--- src/rtl/ram_soc_master.sv ---
// Request-side sequencer for the four-chip dual-port RAM subsystem: turns client
// single/burst commands into one-beat-at-a-time RAM read/write strobes.
module ram_soc_master #(
  parameter int RAM_WIDTH = 64,
  parameter int ADDR_SIZE = 14,
  parameter int LEN_W     = 4,
  parameter int TIMEOUT   = 15
) (
  input  logic                 clk,
  input  logic                 rst,
  input  logic                 cmd_valid,
  output logic                 cmd_ready,
  input  logic                 cmd_write,
  input  logic [ADDR_SIZE-1:0] cmd_addr,
  input  logic [LEN_W-1:0]     cmd_len,
  input  logic                 wr_valid,
  output logic                 wr_ready,
  input  logic [RAM_WIDTH-1:0] wr_data,
  output logic                 rd_valid,
  input  logic                 rd_ready,
  output logic [RAM_WIDTH-1:0] rd_data,
  output logic                 rd_last,
  output logic                 done,
  output logic                 err,
  output logic                 mem_read,
  output logic                 mem_write,
  output logic [ADDR_SIZE-1:0] mem_rd_address,
  output logic [ADDR_SIZE-1:0] mem_wr_address,
  output logic [RAM_WIDTH-1:0] mem_data_in,
  input  logic [RAM_WIDTH-1:0] mem_data_out,
  input  logic                 mem_data_valid
);

  localparam int TMR_W = $clog2(TIMEOUT + 1);

  typedef enum logic [2:0] {
    S_IDLE, S_WR_WAIT, S_WR_ISSUE, S_RD_ISSUE, S_RD_HOLD, S_DONE
  } state_t;

  state_t               r_state, w_next;
  logic [ADDR_SIZE-1:0] r_addr;
  logic [LEN_W-1:0]     r_cnt;
  logic [TMR_W-1:0]     r_tmr;
  logic                 r_mem_read, r_mem_write, r_rd_valid, r_rd_last, r_done, r_err;
  logic [ADDR_SIZE-1:0] r_mem_rd_address, r_mem_wr_address;
  logic [RAM_WIDTH-1:0] r_mem_data_in, r_rd_data;
  logic                 w_cmd_acc, w_last, w_tmo;

  assign w_cmd_acc = cmd_valid && cmd_ready;
  assign w_last    = (r_cnt == '0);
  assign w_tmo     = (r_tmr == TMR_W'(TIMEOUT - 1));

  always_ff @(posedge clk) begin
    if (rst) r_state <= S_IDLE;
    else     r_state <= w_next;
  end

  // cmd_ready is masked while rst is held so it only rises once reset is released
  always_comb begin
    w_next    = r_state;
    cmd_ready = 1'b0;
    wr_ready  = 1'b0;
    case (r_state)
      S_IDLE: begin
        cmd_ready = !rst;
        if (cmd_valid && !rst) w_next = cmd_write ? S_WR_WAIT : S_RD_ISSUE;
      end
      S_WR_WAIT: begin
        wr_ready = 1'b1;
        if (wr_valid) w_next = S_WR_ISSUE;
      end
      S_WR_ISSUE: w_next = w_last ? S_DONE : S_WR_WAIT;
      S_RD_ISSUE: begin
        if (mem_data_valid) w_next = S_RD_HOLD;
        else if (w_tmo)     w_next = S_DONE;
      end
      S_RD_HOLD: begin
        if (rd_ready) w_next = w_last ? S_DONE : S_RD_ISSUE;
      end
      S_DONE:  w_next = S_IDLE;
      default: w_next = S_IDLE;
    endcase
  end

  always_ff @(posedge clk) begin
    if (rst) begin
      r_addr           <= '0;
      r_cnt            <= '0;
      r_tmr            <= '0;
      r_mem_read       <= 1'b0;
      r_mem_write      <= 1'b0;
      r_rd_valid       <= 1'b0;
      r_rd_last        <= 1'b0;
      r_done           <= 1'b0;
      r_err            <= 1'b0;
      r_mem_rd_address <= '0;
      r_mem_wr_address <= '0;
      r_mem_data_in    <= '0;
      r_rd_data        <= '0;
    end else begin
      case (r_state)
        S_IDLE: begin
          if (w_cmd_acc) begin
            r_addr <= cmd_addr;
            r_cnt  <= cmd_len;
            r_err  <= 1'b0;
            if (!cmd_write) begin
              r_mem_read       <= 1'b1;
              r_mem_rd_address <= cmd_addr;
              r_tmr            <= '0;
            end
          end
        end
        S_WR_WAIT: begin
          if (wr_valid) begin
            r_mem_data_in    <= wr_data;
            r_mem_wr_address <= r_addr;
            r_mem_write      <= 1'b1;
          end
        end
        S_WR_ISSUE: begin
          r_mem_write <= 1'b0;
          r_addr      <= r_addr + 1'b1;
          if (w_last) r_done <= 1'b1;
          else        r_cnt  <= r_cnt - 1'b1;
        end
        // A response on the final timer cycle still wins over the abort
        S_RD_ISSUE: begin
          if (mem_data_valid) begin
            r_rd_data  <= mem_data_out;
            r_rd_valid <= 1'b1;
            r_rd_last  <= w_last;
            r_mem_read <= 1'b0;
          end else if (w_tmo) begin
            r_mem_read <= 1'b0;
            r_err      <= 1'b1;
            r_done     <= 1'b1;
          end else begin
            r_tmr <= r_tmr + 1'b1;
          end
        end
        S_RD_HOLD: begin
          if (rd_ready) begin
            r_rd_valid <= 1'b0;
            r_rd_last  <= 1'b0;
            r_addr     <= r_addr + 1'b1;
            if (w_last) begin
              r_done <= 1'b1;
            end else begin
              r_cnt            <= r_cnt - 1'b1;
              r_mem_read       <= 1'b1;
              r_mem_rd_address <= r_addr + 1'b1;
              r_tmr            <= '0;
            end
          end
        end
        S_DONE:  r_done <= 1'b0;
        default: ;
      endcase
    end
  end

  assign mem_read       = r_mem_read;
  assign mem_write      = r_mem_write;
  assign mem_rd_address = r_mem_rd_address;
  assign mem_wr_address = r_mem_wr_address;
  assign mem_data_in    = r_mem_data_in;
  assign rd_valid       = r_rd_valid;
  assign rd_data        = r_rd_data;
  assign rd_last        = r_rd_last;
  assign done           = r_done;
  assign err            = r_err;

endmodule
--- config.mk ---
export PLATFORM = sky130hd
export DESIGN_NAME = ram_soc_master
export DESIGN_NICKNAME = d
export VERILOG_FILES = /design/src/rtl/ram_soc_master.sv
export SDC_FILE = /design/constraint.sdc
export NUM_CORES = 1
export LEC_CHECK = 0
export ABC_AREA = 1
export CORE_UTILIZATION = 39
export CTS_BUF_LIST = sky130_fd_sc_hd__clkbuf_4 sky130_fd_sc_hd__clkbuf_8 sky130_fd_sc_hd__clkbuf_16
export CTS_CLUSTER_SIZE = 28
export DETAILED_ROUTE_END_ITERATION = 7
export PLACE_DENSITY_LB_ADDON = 0.1
export SLEW_MARGIN = 20
export SYNTH_ARGS = -nofsm -noshare
export SYNTH_HDL_FRONTEND = slang
export SYNTH_SLANG_ARGS = --single-unit
export TNS_END_PERCENT = 5
--- constraint.sdc ---
create_clock -name clk -period 1.4 [get_ports clk]
set_input_delay 0.42 -clock clk [delete_from_list [all_inputs] [get_ports clk]]
set_output_delay 0.42 -clock clk [all_outputs]
set_load 0.05 [all_outputs]
==> qor.yml <==
outcome: "finished, violations left"
cts_tree: "built"
layout.nets: 1560
cp-start-kind: "flip-flop"
wl_per_cell_microns: 15.6
worstPathArrival_ns: 1.31
end_kind: "primary output"
gp_congestion: 0.867
worst_slew_pin_slew_ns: 0.321
postCtsHoldBufs: 0
power.density_mw_per_mm2: 1570
critPathMaxFanout: 3
start_util_pct: 40.2
syn_nets: 1200
ys_warn_count: 0
gr-usage-all-layers_pct: 24.5
grt_pass1_wl_microns: 38600
postPlaceCellArea_sq_mm: 0.0130
htreeDepth: 4
async_flop_share_pct: 0
stdcell_count: 1674
crit_path_start: "r_state[0]"
setup_viol: 120
synth_top_area_cell: "dfxtp_1"
synth_top_area_share_pct: 49.5
leakage_nw: 5.68
drive_above_1_share_pct: 36.4
dp_slack_ns: -0.385
synth_top_flop_cell: "dfxtp_1"
dp_hpwl_microns: 17800
stdcell_area_sq_mm: 0.0144
reg2reg_depth: 11
core_sq_mm: 0.0188
ys_seq_area_share_pct: 49.5
synthTopCellsByArea: "dfxtp_1 (49%), nand2_1 (12%), nor2_1 (10%), a21oi_1 (6.8%), o21ai_0 (6.4%)"
drcViolationCount: 0
cts_max_path_buffers: 2
die_y_microns: 141
ant_nets: 0
setup_slack_ns: -0.331
ys_ff_latch: 187
grt_remaining_overflow: 0
antenna_cells: 0
clk_pin_slew_ns: 0.07
die_area_sq_mm: 0.0200
avgSynthCellArea_sq_um: 7.26
min_path_cells: 3
clock-sinks: 187
r2r-start: "r_state[0]"
finClkSkew_ns: 0.0114
num_rows: 50
clk_latency_ns: 0.43
max_freq_mhz: 578
timing.final.crit_period_ns: 1.73
layout_common_cells: "nand2_1 (237), nor2_1 (196), buf_12 (176), clkdlybuf4s50_1 (151), dfxtp_2 (149)"
final_common_cell: "nand2_1"
slew_headroom_pct: 78.6
rsz0062_at_grt: "yes"
drt_first_pass_iters: 5
antenna_found_initial: 0
fin_tns_setup_ns: -12.12
syn_to_final_growth_pct: 90.0
drt_iter0_markers: 286
violations: "negative setup slack"
crit_end: "wr_ready"
viasPerCell: 4.83
grt_max_degree: 69
synth_cell_type_count: 29
crit_required_ns: 0.98
max-vdd-ir-drop_v: 0.000973
io_buffers: 316
maxCapViolations: 0
r2r_setup_slack_ns: -0.21
syn_area_sq_mm: 0.00757
vias: 8078
reg2reg_to: "mem_rd_address[3]"
dp.cells: 1623
fp.dieW_microns: 141
drt-total-wl_microns: 26100
finalCritPeriodShare_pct: 124
power_mw: 22.5
synth_edf_count: 0
hold_violations: 0
netlist_instances: 1043
cts_root_buf: "clkbuf_16"
cts_buffers: 17
path_class: "reg2out"
io_pins: 317
finalMaxSlewViolations: 0
hold_path_class: "in2reg"
first_global_vias: 7573
[per-stage QoR]
step                hold slack (ns)  util (%)
floorplan                     0.444         -
global placement              0.456      69.2
detailed placement            0.464      69.2
CTS                           0.425      73.4
global route                  0.443      76.3
finish                        0.447      76.3
[flip-flops by register name (all words and copies together), names as in the netlist, 3 cells and up]
signal,flops
r_cnt,4
r_tmr,4
mem_data_in,64
rd_data,64
r_addr,14
mem_rd_address,14
r_state,3
mem_wr_address,14
[Yosys cell counts (6+ instances only)]
cell type and count:
nand4_1 6, nand3_1 33, buf_2 24, o21ai_1 15, nand2_1 247, a21oi_1 103
nand2_2 8, inv_1 44, nor2_1 203, dfxtp_1 187, buf_6 8, o21ai_0 97
clkbuf_1 24, inv_2 8, o211ai_1 6
[critical path: stages, from the launching register on]
cell and delay, ns:
dfxtp_4 0.37, inv_2 0.04, nor2_1 0.11, nand2_1 0.14, inv_4 0.10, buf_12 0.13
[where the power goes]
group	total, mW	switching, mW	internal (mW)
registers	7.21	0.873	6.33
clock network	4.79	2.06	2.73
logic	10.6	5.61	4.94
total	22.5	8.54	14.0
[cells by family (layout without fill, tap and decap cells)]
group | after synthesis | count (layout) | synth area share (%)
AOI/OAI and AO/OA | 223 | 223 | 15.0
xor gates and xnor gates | 4 | 4 | 0.463
adders and majority gates | 4 | 4 | 0.661
buffers and inverters | 114 | 485 | 6.93
DFF | 187 | 187 | 49.5
and+or+nand+nor | 511 | 511 | 27.4
[worst min path at each step]
| stage | startpoint | end | slack, ns |
|---|---|---|---|
| floorplan | r_cnt[2] | r_cnt[2] | 0.44 |
| global placement | r_cnt[2] | r_cnt[2] | 0.46 |
| detailed placement | r_cnt[2] | r_cnt[2] | 0.46 |
| CTS | rst | r_addr[1] | 0.43 |
| global route | rst | mem_write | 0.44 |
| finish | rst | mem_write | 0.45 |
[cell type report]
| type | count | area [sq um] |
|---|---|---|
| Inverter | 53 | 226 |
| Clock buffer | 20 | 460 |
| Tap cell | 260 | 325 |
| Fill cell | 1325 | 4450 |
| Multi-Input combinational cell | 742 | 3560 |
| Timing Repair Buffer | 402 | 5750 |
| Clock inverter | 10 | 116 |
| Sequential cell | 187 | 3940 |
[timing repair]
item,in CTS,in global routing
cloned,0,6
gates resized for setup,89,200
setup endpoints to repair,187,299
pin swaps,9,5
setup buffers,7,8
[routing by layer]
layer	global-route usage, %	up-vias	share of wire (%)
met5	0	-	0
met1	29.0	3697	40
met4	6.29	0	1.2
met2	42.5	285	51
met3	8.13	20	8.5
li1	-	4076	-
No activity file was read; power rests on OpenSTA's default activity.
